==> src/rtl/uart_rx_buffered.sv <==
// Buffered 8N1 UART receiver: two-flop RXD synchroniser, mid-bit sampling FSM,
// and a first-word-fall-through FIFO popped through a valid/ready handshake.
module uart_rx_buffered #(
    parameter int BAUD_PERIOD     = 208,
    parameter int FIFO_DEPTH_LOG2 = 2
) (
    input  logic       clk,
    input  logic       reset,
    input  logic       RXD,
    output logic [7:0] rx_data,
    output logic       rx_valid,
    input  logic       rx_ready,
    output logic       frame_error,
    output logic       overrun,
    input  logic       clear_overrun,
    output logic       rx_busy
);

    localparam int DEPTH = 1 << FIFO_DEPTH_LOG2;
    localparam int CNT_W = $clog2(BAUD_PERIOD);
    localparam logic [CNT_W-1:0] HALF_LAST = CNT_W'(BAUD_PERIOD / 2 - 1);
    localparam logic [CNT_W-1:0] BIT_LAST  = CNT_W'(BAUD_PERIOD - 1);
    localparam logic [FIFO_DEPTH_LOG2:0] FULL_COUNT = (FIFO_DEPTH_LOG2 + 1)'(DEPTH);

    typedef enum logic [2:0] {
        IDLE,
        START,
        DATA,
        STOP,
        BRK
    } state_t;

    state_t                     state;
    logic                       rxd_meta_p0;
    logic                       rxd_s;
    logic [CNT_W-1:0]           baud_cnt;
    logic [2:0]                 bit_cnt;
    logic [7:0]                 shift_reg;
    logic [7:0]                 mem [DEPTH];
    logic [FIFO_DEPTH_LOG2-1:0] wr_ptr;
    logic [FIFO_DEPTH_LOG2-1:0] rd_ptr;
    logic [FIFO_DEPTH_LOG2:0]   count;

    logic bit_tick;
    logic stop_ok;
    logic pop;
    logic full;
    logic push_acc;
    logic drop;

    // Synchroniser stage: idle-high line, so both flops reset to 1
    always_ff @(posedge clk or posedge reset) begin
        if (reset) begin
            rxd_meta_p0 <= 1'b1;
            rxd_s       <= 1'b1;
        end else begin
            rxd_meta_p0 <= RXD;
            rxd_s       <= rxd_meta_p0;
        end
    end

    assign bit_tick = (baud_cnt == BIT_LAST);
    assign stop_ok  = (state == STOP) && bit_tick && rxd_s;
    assign rx_valid = (count != '0);
    assign pop      = rx_valid && rx_ready;
    assign full     = (count == FULL_COUNT);
    // A simultaneous pop frees a slot, so a push into a full FIFO still lands
    assign push_acc = stop_ok && (!full || pop);
    assign drop     = stop_ok && full && !pop;
    assign rx_busy  = (state != IDLE);
    assign rx_data  = rx_valid ? mem[rd_ptr] : 8'h00;

    // Frame FSM stage
    always_ff @(posedge clk or posedge reset) begin
        if (reset) begin
            state       <= IDLE;
            baud_cnt    <= '0;
            bit_cnt     <= '0;
            frame_error <= 1'b0;
        end else begin
            frame_error <= 1'b0;
            case (state)
                IDLE: begin
                    baud_cnt <= '0;
                    bit_cnt  <= '0;
                    if (!rxd_s) state <= START;
                end
                START: begin
                    if (baud_cnt == HALF_LAST) begin
                        baud_cnt <= '0;
                        state    <= rxd_s ? IDLE : DATA;
                    end else begin
                        baud_cnt <= baud_cnt + 1'b1;
                    end
                end
                DATA: begin
                    if (bit_tick) begin
                        baud_cnt <= '0;
                        bit_cnt  <= bit_cnt + 3'd1;
                        if (bit_cnt == 3'd7) state <= STOP;
                    end else begin
                        baud_cnt <= baud_cnt + 1'b1;
                    end
                end
                STOP: begin
                    if (bit_tick) begin
                        baud_cnt <= '0;
                        if (rxd_s) begin
                            state <= IDLE;
                        end else begin
                            frame_error <= 1'b1;
                            state       <= BRK;
                        end
                    end else begin
                        baud_cnt <= baud_cnt + 1'b1;
                    end
                end
                BRK: begin
                    // Hold off start detection until the break releases the line
                    if (rxd_s) state <= IDLE;
                end
                default: state <= IDLE;
            endcase
        end
    end

    // Deserialiser stage: LSB arrives first, so shift right
    always_ff @(posedge clk) begin
        if (state == DATA && bit_tick) shift_reg <= {rxd_s, shift_reg[7:1]};
    end

    // FIFO stage
    always_ff @(posedge clk) begin
        if (push_acc) mem[wr_ptr] <= shift_reg;
    end

    always_ff @(posedge clk or posedge reset) begin
        if (reset) begin
            wr_ptr  <= '0;
            rd_ptr  <= '0;
            count   <= '0;
            overrun <= 1'b0;
        end else begin
            if (push_acc) wr_ptr <= wr_ptr + 1'b1;
            if (pop)      rd_ptr <= rd_ptr + 1'b1;
            case ({push_acc, pop})
                2'b10:   count <= count + 1'b1;
                2'b01:   count <= count - 1'b1;
                default: count <= count;
            endcase
            if (drop)               overrun <= 1'b1;
            else if (clear_overrun) overrun <= 1'b0;
        end
    end

endmodule
==> config.mk <==
export PLATFORM = sky130hd
export DESIGN_NAME = uart_rx_buffered
export DESIGN_NICKNAME = d
export VERILOG_FILES = /design/src/rtl/uart_rx_buffered.sv
export SDC_FILE = /design/constraint.sdc
export NUM_CORES = 1
export LEC_CHECK = 0
export ABC_AREA = 1
export BUFFER_PORTS_ARGS = -buffer_cell sky130_fd_sc_hd__buf_2
export CORE_ASPECT_RATIO = 1.2
export CORE_MARGIN = 1
export CORE_UTILIZATION = 60
export CTS_CLUSTER_SIZE = 25
export DETAILED_ROUTE_END_ITERATION = 6
export PLACE_DENSITY = 0.79
export SYNTH_ARGS = -nofsm -noshare
export SYNTH_HDL_FRONTEND = slang
export SYNTH_SLANG_ARGS = --single-unit
==> constraint.sdc <==
create_clock -name clk -period 3.23 [get_ports clk]
set_input_delay 0.323 -clock clk [delete_from_list [all_inputs] [get_ports clk]]
set_output_delay 0.323 -clock clk [all_outputs]
set_load 0.01 [all_outputs]
==> results of run 1 <==
[cell usage in the layout, fill, tap and decap left out, types with 2 or more instances in the layout]
cell                        synthesis  layout
sky130_fd_sc_hd__nor2_1            56      56
sky130_fd_sc_hd__edfxtp_1          40      40
sky130_fd_sc_hd__nand2_1           34      34
sky130_fd_sc_hd__inv_1             29      29
sky130_fd_sc_hd__o21ai_0           24      24
sky130_fd_sc_hd__dfrtp_1           23      23
sky130_fd_sc_hd__nand3_1           17      17
sky130_fd_sc_hd__buf_2              3      16
sky130_fd_sc_hd__a21oi_1           11      11
sky130_fd_sc_hd__clkbuf_8           0       9
sky130_fd_sc_hd__ha_1               7       7
sky130_fd_sc_hd__nand2_2            4       4
sky130_fd_sc_hd__nor2_2             3       3
sky130_fd_sc_hd__nor3_1             3       3
sky130_fd_sc_hd__clkinv_1           1       3
sky130_fd_sc_hd__nand4_1            3       3
sky130_fd_sc_hd__xor2_1             3       3
sky130_fd_sc_hd__bufinv_16          0       3
sky130_fd_sc_hd__nor3b_1            2       2
sky130_fd_sc_hd__o22ai_1            2       2
sky130_fd_sc_hd__dfstp_2            2       2
[worst max-delay path by stage]
stage	startpoint	cells after the start	slack [ps]	to
6_report	state[2]$_DFFE_PP0P_	12	1010	count[2]$_DFFE_PP0P_
5_1_grt	state[2]$_DFFE_PP0P_	12	810	count[2]$_DFFE_PP0P_
4_1_cts	state[2]$_DFFE_PP0P_	12	1040	count[2]$_DFFE_PP0P_
3_5_place_dp	state[2]$_DFFE_PP0P_	12	1080	count[2]$_DFFE_PP0P_
3_3_place_gp	state[2]$_DFFE_PP0P_	11	1120	count[2]$_DFFE_PP0P_
2_1_floorplan	baud_cnt[0]$_DFFE_PP0P_	12	1420	count[2]$_DFFE_PP0P_
[logic make-up (layout without fill, tap and decap cells)]
| logic type | after synthesis | count (layout) | share of synthesized area |
|---|---|---|---|
| adders and majority gates | 8 | 8 | 0.03769 |
| xor gates and xnor gates | 4 | 4 | 0.01227 |
| and+or+nand+nor | 124 | 124 | 0.1862 |
| DFF | 65 | 65 | 0.6407 |
| buffers and inverters | 36 | 63 | 0.04995 |
| AOI/OAI and AO/OA | 40 | 40 | 0.07318 |
[worst register-to-register path: stages (launching register included)]
cell and delay [ps]:
sky130_fd_sc_hd__dfrtp_1 500, sky130_fd_sc_hd__inv_1 250, sky130_fd_sc_hd__nand3_1 160, sky130_fd_sc_hd__nor2_1 160
sky130_fd_sc_hd__nand2_1 130, sky130_fd_sc_hd__nand2_2 120, sky130_fd_sc_hd__inv_1 50, sky130_fd_sc_hd__fa_1 420
sky130_fd_sc_hd__inv_1 100, sky130_fd_sc_hd__nand2_1 70, sky130_fd_sc_hd__nand3_1 90, sky130_fd_sc_hd__nand2_1 60
sky130_fd_sc_hd__inv_1 50
[power breakdown]
part	switching (mW)	internal, mW	total (mW)	leakage [nW]
registers	0.0744	0.910	0.985	0.665
logic	0.290	0.190	0.480	0.598
clock network	0.284	0.509	0.793	0.116
total	0.648	1.61	2.26	1.38
[per-layer routing]
| layer | track usage | part of all wire | vias to the layer above |
|---|---|---|---|
| li1 | - | - | 968 |
| met1 | 0.2438 | 0.41 | 917 |
| met2 | 0.3750 | 0.52 | 56 |
| met3 | 0.05588 | 0.041 | 14 |
| met4 | 0.1133 | 0.024 | 0 |
| met5 | 0 | 0 | - |
[layout make-up]
type / count / area share
Sequential cell: 65 / 0.5689
Clock inverter: 6 / 0.03307
Tap cell: 58 / 0.02257
Clock buffer: 10 / 0.03969
Timing Repair Buffer: 16 / 0.02490
Multi-Input combinational cell: 176 / 0.2747
Inverter: 31 / 0.03619
[stage by stage]
stage          power, mW  instances  hold WS (ps)  setup WS, ps
6_report           2.257        362         85.47          1006
5_1_grt            2.374        362         66.13         809.4
4_1_cts            2.279        362         67.06          1040
3_5_place_dp       1.481        346         354.8          1083
3_3_place_gp       1.463        346         346.5          1116
2_1_floorplan      1.331        277         327.5          1422
==> impl_metrics.toml, run 1 <==
[finish]
final.fill_count = 355
fraction_of_final_layout_cells_sized_beyond_drive_strength_1 = 0.1349
antenna_cells_inserted = 0
layout_stage_area_growth_over_the_synthesis_result_pct = 12.62
layout.core_utilization = 0.6999
finalNetCount = 312
largest_reg_flops = 32
final_area_um2 = 3216
footprint_of_the_multi_input_gates_um2 = 883.3
area.sequential_um2 = 1829

[cts]
h-tree-depth = 3
clock_latency_ps = 330
cts.repair.resized = 0
reg_clk_slew_reported_paths_ps = 70
cts.root.buffer_cell = "sky130_fd_sc_hd__clkbuf_8"
clkSinkCount = 65
cts-hold-fix-buffers = 0
tritoncts.num_buffers = 9
cts.path.max_buffers = 2
cts_tree = "yes"
cts_post_setup_buffers_inserted = 0

[route]
vias_per_cell = 5.401
vias_after_detailed_routing = 1955
detail-route-antenna-nets = 0
drt_wl_total_um = 4867
post-route-drc-count = 2
dr.pass1.iters = 6
wl_per_cell_um = 13.44
detailedRoute.firstIterationViolations = 93

[power]
power-per-cell-area_nw_per_um2 = 702.0
static-leakage-power_nw = 1.378
power.ir.vdd_worst_mv = 0.4592

[floorplanning]
initial_core_util = 0.6215
row_count = 27
io_pins = 17
chipHeight_um = 77.57
floorplan.core_area_um2 = 4594
chip_width_um = 64.98
design.die.area_um2 = 5040

[setup_path]
worst_path_max_delay_cell = "sky130_fd_sc_hd__dfrtp_1"
critical_path.max_fanout = 11
worstPathBufferInverterCount = 4
reg2reg_slack_ps = 1010
critPathTopFamily = "simple AND/OR/NAND/NOR gates"
worstPathCellList = "inv_1 > nand3_1 > nor2_1 > nand2_1 > nand2_2 > inv_1 > fa_1 > inv_1 > nand2_1 > nand3_1 > nand2_1 > inv_1"
critical_path.endpoint_type = "flop"
reg2regPathDepth = 12
r2r_path_end = "count[2]$_DFFE_PP0P_"
critical-path-max-stage-delay_ps = 500
worst_ep_arrival_time_ps = 2490
worst-setup-path-type = "reg2reg"
worst_ep_required_time_ps = 3500
regToRegStartpoint = "state[2]$_DFFE_PP0P_"
worst_path_most_repeated_cell = "sky130_fd_sc_hd__inv_1"
worstSetupStartpointType = "flop"

[run_status]
status = "finished, violations left"
failed_checks = "DRC"

[logic_synthesis]
postSynthCellCount = 277
synth_flop_cell = "sky130_fd_sc_hd__edfxtp_1"
area_leader_netlist = "sky130_fd_sc_hd__edfxtp_1"
synth-edff-count = 40
fraction_of_registers_with_async_set_or_reset_after_synthesis = 0.3846
ys_seq_elements = 65
syn_nets = 290
netlist_top_cells_area = "sky130_fd_sc_hd__edfxtp_1 (42%), sky130_fd_sc_hd__dfrtp_1 (20%), sky130_fd_sc_hd__nor2_1 (7.4%), sky130_fd_sc_hd__nand2_1 (4.5%), sky130_fd_sc_hd__o21ai_0 (4.2%)"
yosysUniqueCellTypes = 29
postSynthAreaPerCell_um2 = 10.31
synth.top_cells.by_count = "sky130_fd_sc_hd__nor2_1 (56), sky130_fd_sc_hd__edfxtp_1 (40), sky130_fd_sc_hd__nand2_1 (34)"
synth_top_area_share = 0.4207
synth_sequential_area_ratio = 0.6407
ys_warn_count = 0
most_frequent_cell_after_synthesis = "sky130_fd_sc_hd__nor2_1"
combined_area_of_all_synthesized_cells_um2 = 2855

[worst_hold_path]
min_delay_worst_endpoint = "rxd_meta_p0$_DFF_PP1_"
worstHoldStart = "RXD"
hold_crit_depth = 1
min-delay-path-class = "in2reg"

[placement]
portBuffers = 16
place.detailed.hpwl_um = 3366
final_weighted_congestion_in_routability_driven_placement = 0.8331
place_area_um2 = 2982

[grt]
grt_util_all_layers = 0.2178
initial_antenna_violation_count = 0
grt_first_pass_wirelength_um = 7921
grt_start_max_net_pins = 26
vias_in_the_first_global_route = 1758
globalRoute.totalOverflow = 0

[job]
maxCapViolations = 0

[timing]
hold_viol_final = 0
timing.clock.skew_ps = 5.550
grt_setup_unrepaired = "false"
setup_viol = 0
timing.final.crit_share = 0.6886
final_period_minus_worst_setup_slack_ps = 2224
max_slew.worst_pin.slew_ps = 949.3
fin_setup_tns_ps = 0
slew_headroom = 0.3664
slew_violations = 0
max_freq_ghz = 0.4496
No activity file was read; power rests on OpenSTA's default activity.
==> run 2: changes to the inputs <==
==> constraint.sdc (replaced) <==
create_clock -name clk -period 2.3 [get_ports clk]
set_input_delay 0.23 -clock clk [delete_from_list [all_inputs] [get_ports clk]]
set_output_delay 0.23 -clock clk [all_outputs]
set_load 0.01 [all_outputs]
==> run 2 against run 1 <==
  * The run now ends clean
  * Worst hold slack better by 7.8 ps
  * Sequential share of layout area down 1.1 points
  * Maximum frequency is 9.4% higher
  * Die area stayed put
  * Routed wire length rose by 9.2%
  * First-iteration DRC count rose by 42%
  * Clock power up 27%
  * Critical path depth did not move
  * Combinational power rose by 57%
  * Register-to-register slack lost 740 ps
  * Global-route usage rose by 2.5 points
  * Total power rose by 38%
  * Critical endpoint unchanged
  * Largest power group unchanged
  * Highest routed layer unchanged
==> impl_metrics.toml, run 2 (synthesis gave the netlist of run 1 again) <==
[run_status]
status = "finished, final reports clean"

[finish]
finalNetCount = 322
footprint_of_the_multi_input_gates_um2 = 885.9
final.fill_count = 345
most_frequent_cells_in_the_layout = "sky130_fd_sc_hd__nor2_1 (55), sky130_fd_sc_hd__edfxtp_1 (40), sky130_fd_sc_hd__nand2_1 (34)"
layout_stage_area_growth_over_the_synthesis_result_pct = 14.86
fraction_of_final_layout_cells_sized_beyond_drive_strength_1 = 0.1688
largest_reg_flops = 32
area.sequential_um2 = 1829
antenna_cells_inserted = 0
layout.cells.most_common = "sky130_fd_sc_hd__nor2_1"
post_layout_nonfiller_instances = 372

[timing]
layout_setup_ws_ps = 267.6
timing.final.crit_share = 0.8837
max_slew.worst_pin.slew_ps = 415.0
grt_setup_unrepaired = "false"
hold_viol_final = 0
fin_setup_tns_ps = 0
setup_viol = 0
final_period_minus_worst_setup_slack_ps = 2032
timing.clock.skew_ps = 6.082
slew_headroom = 0.7233
slew_violations = 0
max_freq_ghz = 0.4920

[placement]
post-place-ws_ps = 270.1
place.detailed.hpwl_um = 3584
portBuffers = 16
final_weighted_congestion_in_routability_driven_placement = 0.8415
cell_count_post_placement = 354

[cts]
cts.root.buffer_cell = "sky130_fd_sc_hd__clkbuf_8"
clkSinkCount = 65
reg_clk_slew_reported_paths_ps = 70
cts.path.max_buffers = 2
h-tree-depth = 3
tritoncts.num_buffers = 9
cts_tree = "yes"
clock_latency_ps = 330

[setup_path]
regToRegStartpoint = "baud_cnt[0]$_DFFE_PP0P_"
worstPathCellList = "ha_1 > nand3_1 > nor2_2 > nand2_1 > nand2_2 > inv_1 > fa_1 > inv_1 > nand3_1 > nand3_1 > nand2_1 > inv_1"
worst_path_max_delay_cell = "sky130_fd_sc_hd__fa_1"
critical-path-max-stage-delay_ps = 410
reg2regPathDepth = 12
worst_ep_arrival_time_ps = 2310
r2r_path_end = "count[2]$_DFFE_PP0P_"
worst_ep_required_time_ps = 2580
worst-setup-path-type = "reg2reg"
critical_path.endpoint_type = "flop"
critical_path.max_fanout = 5
worstSetupStartpointType = "flop"
reg2reg_slack_ps = 270

[floorplanning]
row_count = 27
chipHeight_um = 77.57
floorplan.core_area_um2 = 4594
initial_core_util = 0.6215
chip_width_um = 64.98
design.die.area_um2 = 5040
io_pins = 17

[route]
wl_per_cell_um = 14.29
vias_after_detailed_routing = 2016
vias_per_cell = 5.419
detailedRoute.firstIterationViolations = 132
post-route-drc-count = 0
drt_wl_total_um = 5316
dr.pass1.iters = 4
detail-route-antenna-nets = 0

[worst_hold_path]
min_delay_worst_endpoint = "overrun$_DFFE_PP0P_"
worstHoldStart = "clear_overrun"
hold_crit_depth = 2
min-delay-path-class = "in2reg"

[grt]
grt_util_all_layers = 0.2423
initial_antenna_violation_count = 0
grt_first_pass_wirelength_um = 8880
vias_in_the_first_global_route = 2091
grt_start_max_net_pins = 26
globalRoute.totalOverflow = 0

[power]
static-leakage-power_nw = 1.416
power-per-cell-area_nw_per_um2 = 948.0
power.ir.vdd_worst_mv = 0.5699

[job]
maxCapViolations = 0
[run 2: worst max-delay path, delay by kind of cell (launching register included)]
family | cells | cell delay [ps]
adder cells (fa/ha/maj) | 2 | 610
flip-flops | 1 | 400
buffers and inverters | 3 | 190
AND/OR/NAND/NOR | 7 | 780
[run 2: worst max-delay path by stage]
stage	from	to	slack, ps	cells after the start
after floorplan	baud_cnt[0]$_DFFE_PP0P_	count[2]$_DFFE_PP0P_	490	12
after global placement	baud_cnt[0]$_DFFE_PP0P_	count[2]$_DFFE_PP0P_	370	12
after detailed placement	baud_cnt[0]$_DFFE_PP0P_	count[2]$_DFFE_PP0P_	270	12
after CTS	baud_cnt[0]$_DFFE_PP0P_	count[2]$_DFFE_PP0P_	240	12
after global routing	baud_cnt[0]$_DFFE_PP0P_	count[2]$_DFFE_PP0P_	70	12
final	baud_cnt[0]$_DFFE_PP0P_	count[2]$_DFFE_PP0P_	270	12
[run 2: cell type report]
type                            instances  share of cell area
Tap cell                               58             0.02213
Sequential cell                        65              0.5578
Clock buffer                           12             0.05036
Multi-Input combinational cell        176              0.2701
Inverter                               31             0.03548
Timing Repair Buffer                   26             0.04884
Clock inverter                          4             0.01526
[run 2: repair_timing]
item                                    CTS  global route
hold buffers                              2             0
endpoints found under the setup margin    0             1
hold endpoints to repair                 24             0
buffers inserted                          0             0
resized for setup                         0             1
[run 2: power by group]
group          total [mW]  internal, mW  switching (mW)
sequential           1.35          1.28          0.0667
combinational       0.752         0.291           0.461
clock                1.01         0.587           0.425
total                3.11          2.16           0.952
[run 2: layer usage]
| metal | up-vias | wire, um | GRT usage |
|---|---|---|---|
| met5 | - | 0 | 0 |
| met4 | 0 | 110 | 0.1533 |
| met3 | 11 | 195 | 0.05588 |
| met2 | 43 | 2960 | 0.4260 |
| met1 | 978 | 2049 | 0.2543 |
| li1 | 984 | - | - |
[run 2: metrics by stage]
step           hold WS [ps]    util  power (mW)  area [um^2]
5_1_grt               87.65  0.7138       3.281         3279
2_1_floorplan         234.5       -       1.869         2855
3_5_place_dp          297.1  0.6620       2.125         3042
3_3_place_gp          292.5  0.6620       2.095         3042
6_report              93.29  0.7138       3.109         3279
4_1_cts               88.04  0.7132       3.127         3277
==> run 3: changes to the inputs <==
--- a/config.mk
+++ b/config.mk
@@ -12,7 +12,8 @@
 export CORE_UTILIZATION = 60
 export CTS_CLUSTER_SIZE = 25
 export DETAILED_ROUTE_END_ITERATION = 6
-export PLACE_DENSITY = 0.79
+export PLACE_DENSITY = 0.86
+export SKIP_CTS_REPAIR_TIMING = 1
 export SYNTH_ARGS = -nofsm -noshare
 export SYNTH_HDL_FRONTEND = slang
 export SYNTH_SLANG_ARGS = --single-unit
==> run 3 against run 2 <==
  * Count of clock-buffer cells in the layout shrank 1
  * Via count fell by 0.55%
  * Largest cell class unchanged
  * Register-to-register slack about the same
  * Sequential share of layout area rose by 0.24 points
  * Clock skew hardly changed
  * The run now ends with DRC left
==> impl_metrics.toml, run 3 (synthesis gave the netlist of run 1 again) <==
[setup_path]
worst_ep_required_time_ps = 2580
worstSetupStartpointType = "flop"
worst-setup-path-type = "reg2reg"
worst_ep_arrival_time_ps = 2330
critical_path.endpoint_type = "flop"
critical_path.max_fanout = 5

[timing]
slew_headroom = 0.7095
timing.clock.skew_ps = 6.493
setup_viol = 0
slew_violations = 0
final_period_minus_worst_setup_slack_ps = 2047
grt_setup_unrepaired = "false"
max_slew.worst_pin.slew_ps = 435.8
fin_setup_tns_ps = 0
hold_viol_final = 0
timing.final.crit_share = 0.8899
max_freq_ghz = 0.4886

[route]
detail-route-antenna-nets = 0
vias_after_detailed_routing = 2005
drt_wl_total_um = 5226
dr.pass1.iters = 7
wl_per_cell_um = 14.01
vias_per_cell = 5.375
detailedRoute.firstIterationViolations = 154
post-route-drc-count = 2

[placement]
place_area_um2 = 3049
portBuffers = 16
final_weighted_congestion_in_routability_driven_placement = 0.8604
place.detailed.hpwl_um = 3652

[run_status]
failed_checks = "DRC"
status = "finished, violations left"

[finish]
largest_reg_flops = 32
finalNetCount = 323
antenna_cells_inserted = 0
most_frequent_cells_in_the_layout = "sky130_fd_sc_hd__nor2_1 (56), sky130_fd_sc_hd__edfxtp_1 (40), sky130_fd_sc_hd__nand2_1 (34)"
fraction_of_final_layout_cells_sized_beyond_drive_strength_1 = 0.1651
layout_stage_area_growth_over_the_synthesis_result_pct = 14.37
layout.cells.most_common = "sky130_fd_sc_hd__nor2_1"
final_area_um2 = 3266

[grt]
met1_usage = 0.2639
initial_antenna_violation_count = 0
global_route.usage.met2 = 0.4063
vias_in_the_first_global_route = 1888
grt_first_pass_wirelength_um = 8597
grt-busiest-layer = "met2"
groute.layer.met3.usage = 0.07059
globalRoute.totalOverflow = 0
grt_util_all_layers = 0.2373
grt_start_max_net_pins = 26

[cts]
cts.root.buffer_cell = "sky130_fd_sc_hd__clkbuf_8"
cts.path.max_buffers = 2
h-tree-depth = 3
clkSinkCount = 65
clock_latency_ps = 340
tritoncts.num_buffers = 9
cts_tree = "yes"
reg_clk_slew_reported_paths_ps = 70

[worst_hold_path]
min-delay-path-class = "in2reg"

[job]
maxCapViolations = 0

[floorplanning]
floorplan.core_area_um2 = 4594
chip_width_um = 64.98
row_count = 27
initial_core_util = 0.6215
design.die.area_um2 = 5040
chipHeight_um = 77.57
io_pins = 17

[power]
totalPowerFinal_mw = 3.048
static-leakage-power_nw = 1.413
power-per-cell-area_nw_per_um2 = 933.5
power.ir.vdd_worst_mv = 0.5518
[run 3: cell types whose count changed in the layout (fill, tap and decap cells not counted)]
cell                       previous run  this run
sky130_fd_sc_hd__clkbuf_8            12        10
sky130_fd_sc_hd__buf_4                8         9
sky130_fd_sc_hd__clkbuf_1             0         1
sky130_fd_sc_hd__clkinv_2             1         2
sky130_fd_sc_hd__nor2_1              55        56
sky130_fd_sc_hd__nor2_2               4         3
[run 3: worst paths after layout]
check                           slack, ps                      end  depth (start not counted)               startpoint
worst max register to register        250     count[2]$_DFFE_PP0P_                         12  baud_cnt[0]$_DFFE_PP0P_
max in group asynchronous            1530    rxd_meta_p0$_DFF_PP1_                          4                    reset
min in group asynchronous             480  baud_cnt[6]$_DFFE_PP0P_                          4                    reset
worst min-delay path                   90      overrun$_DFFE_PP0P_                          2            clear_overrun
worst min register to register        360          rxd_s$_DFF_PP1_                          0    rxd_meta_p0$_DFF_PP1_
worst max-delay path                  250     count[2]$_DFFE_PP0P_                         12  baud_cnt[0]$_DFFE_PP0P_
[run 3: routing by layer]
| metal | vias to the layer above | share of wire |
|---|---|---|
| li1 | 989 | - |
| met1 | 962 | 0.41 |
| met2 | 46 | 0.53 |
| met3 | 8 | 0.043 |
| met4 | 0 | 0.017 |
| met5 | - | 0 |
[run 3: area by class of cell]
type	count	area, um^2
sequential	65	1829
tap	58	72.57
multi-input combinational	176	883.3
clock buffer	11	141.4
clock inverter	5	55.05
timing repair buffer	27	167.7
fill	348	1329
inverter	31	116.4
[run 3: worst max-delay path, stage by stage (launching register included)]
cell and delay, ps:
sky130_fd_sc_hd__dfrtp_1 400, sky130_fd_sc_hd__ha_1 200, sky130_fd_sc_hd__nand3_1 110, sky130_fd_sc_hd__nor2_1 230, sky130_fd_sc_hd__nand2_1 140, sky130_fd_sc_hd__nand2_2 110
sky130_fd_sc_hd__inv_1 60, sky130_fd_sc_hd__fa_1 410, sky130_fd_sc_hd__inv_1 90, sky130_fd_sc_hd__nand3_1 70, sky130_fd_sc_hd__nand3_1 80, sky130_fd_sc_hd__nand2_1 50
sky130_fd_sc_hd__inv_1 40
[run 3: through the flow]
| step | cells | hold slack, ps | utilization | setup slack [ps] |
|---|---|---|---|---|
| after floorplan | 277 | 234.5 | - | 491.7 |
| after global placement | 355 | 289.5 | 0.6637 | 378.6 |
| after detailed placement | 355 | 294.2 | 0.6637 | 267.3 |
| after CTS | 371 | -74.76 | 0.7064 | 257.1 |
| after global routing | 373 | 92.98 | 0.7108 | 83.27 |
| final | 373 | 88.40 | 0.7108 | 253.1 |
[run 3: report_power, final]
group	internal, mW	leakage, nW	switching (mW)
clock network	0.526	0.0953	0.422
logic	0.293	0.653	0.458
registers	1.28	0.665	0.0695
total	2.10	1.41	0.950
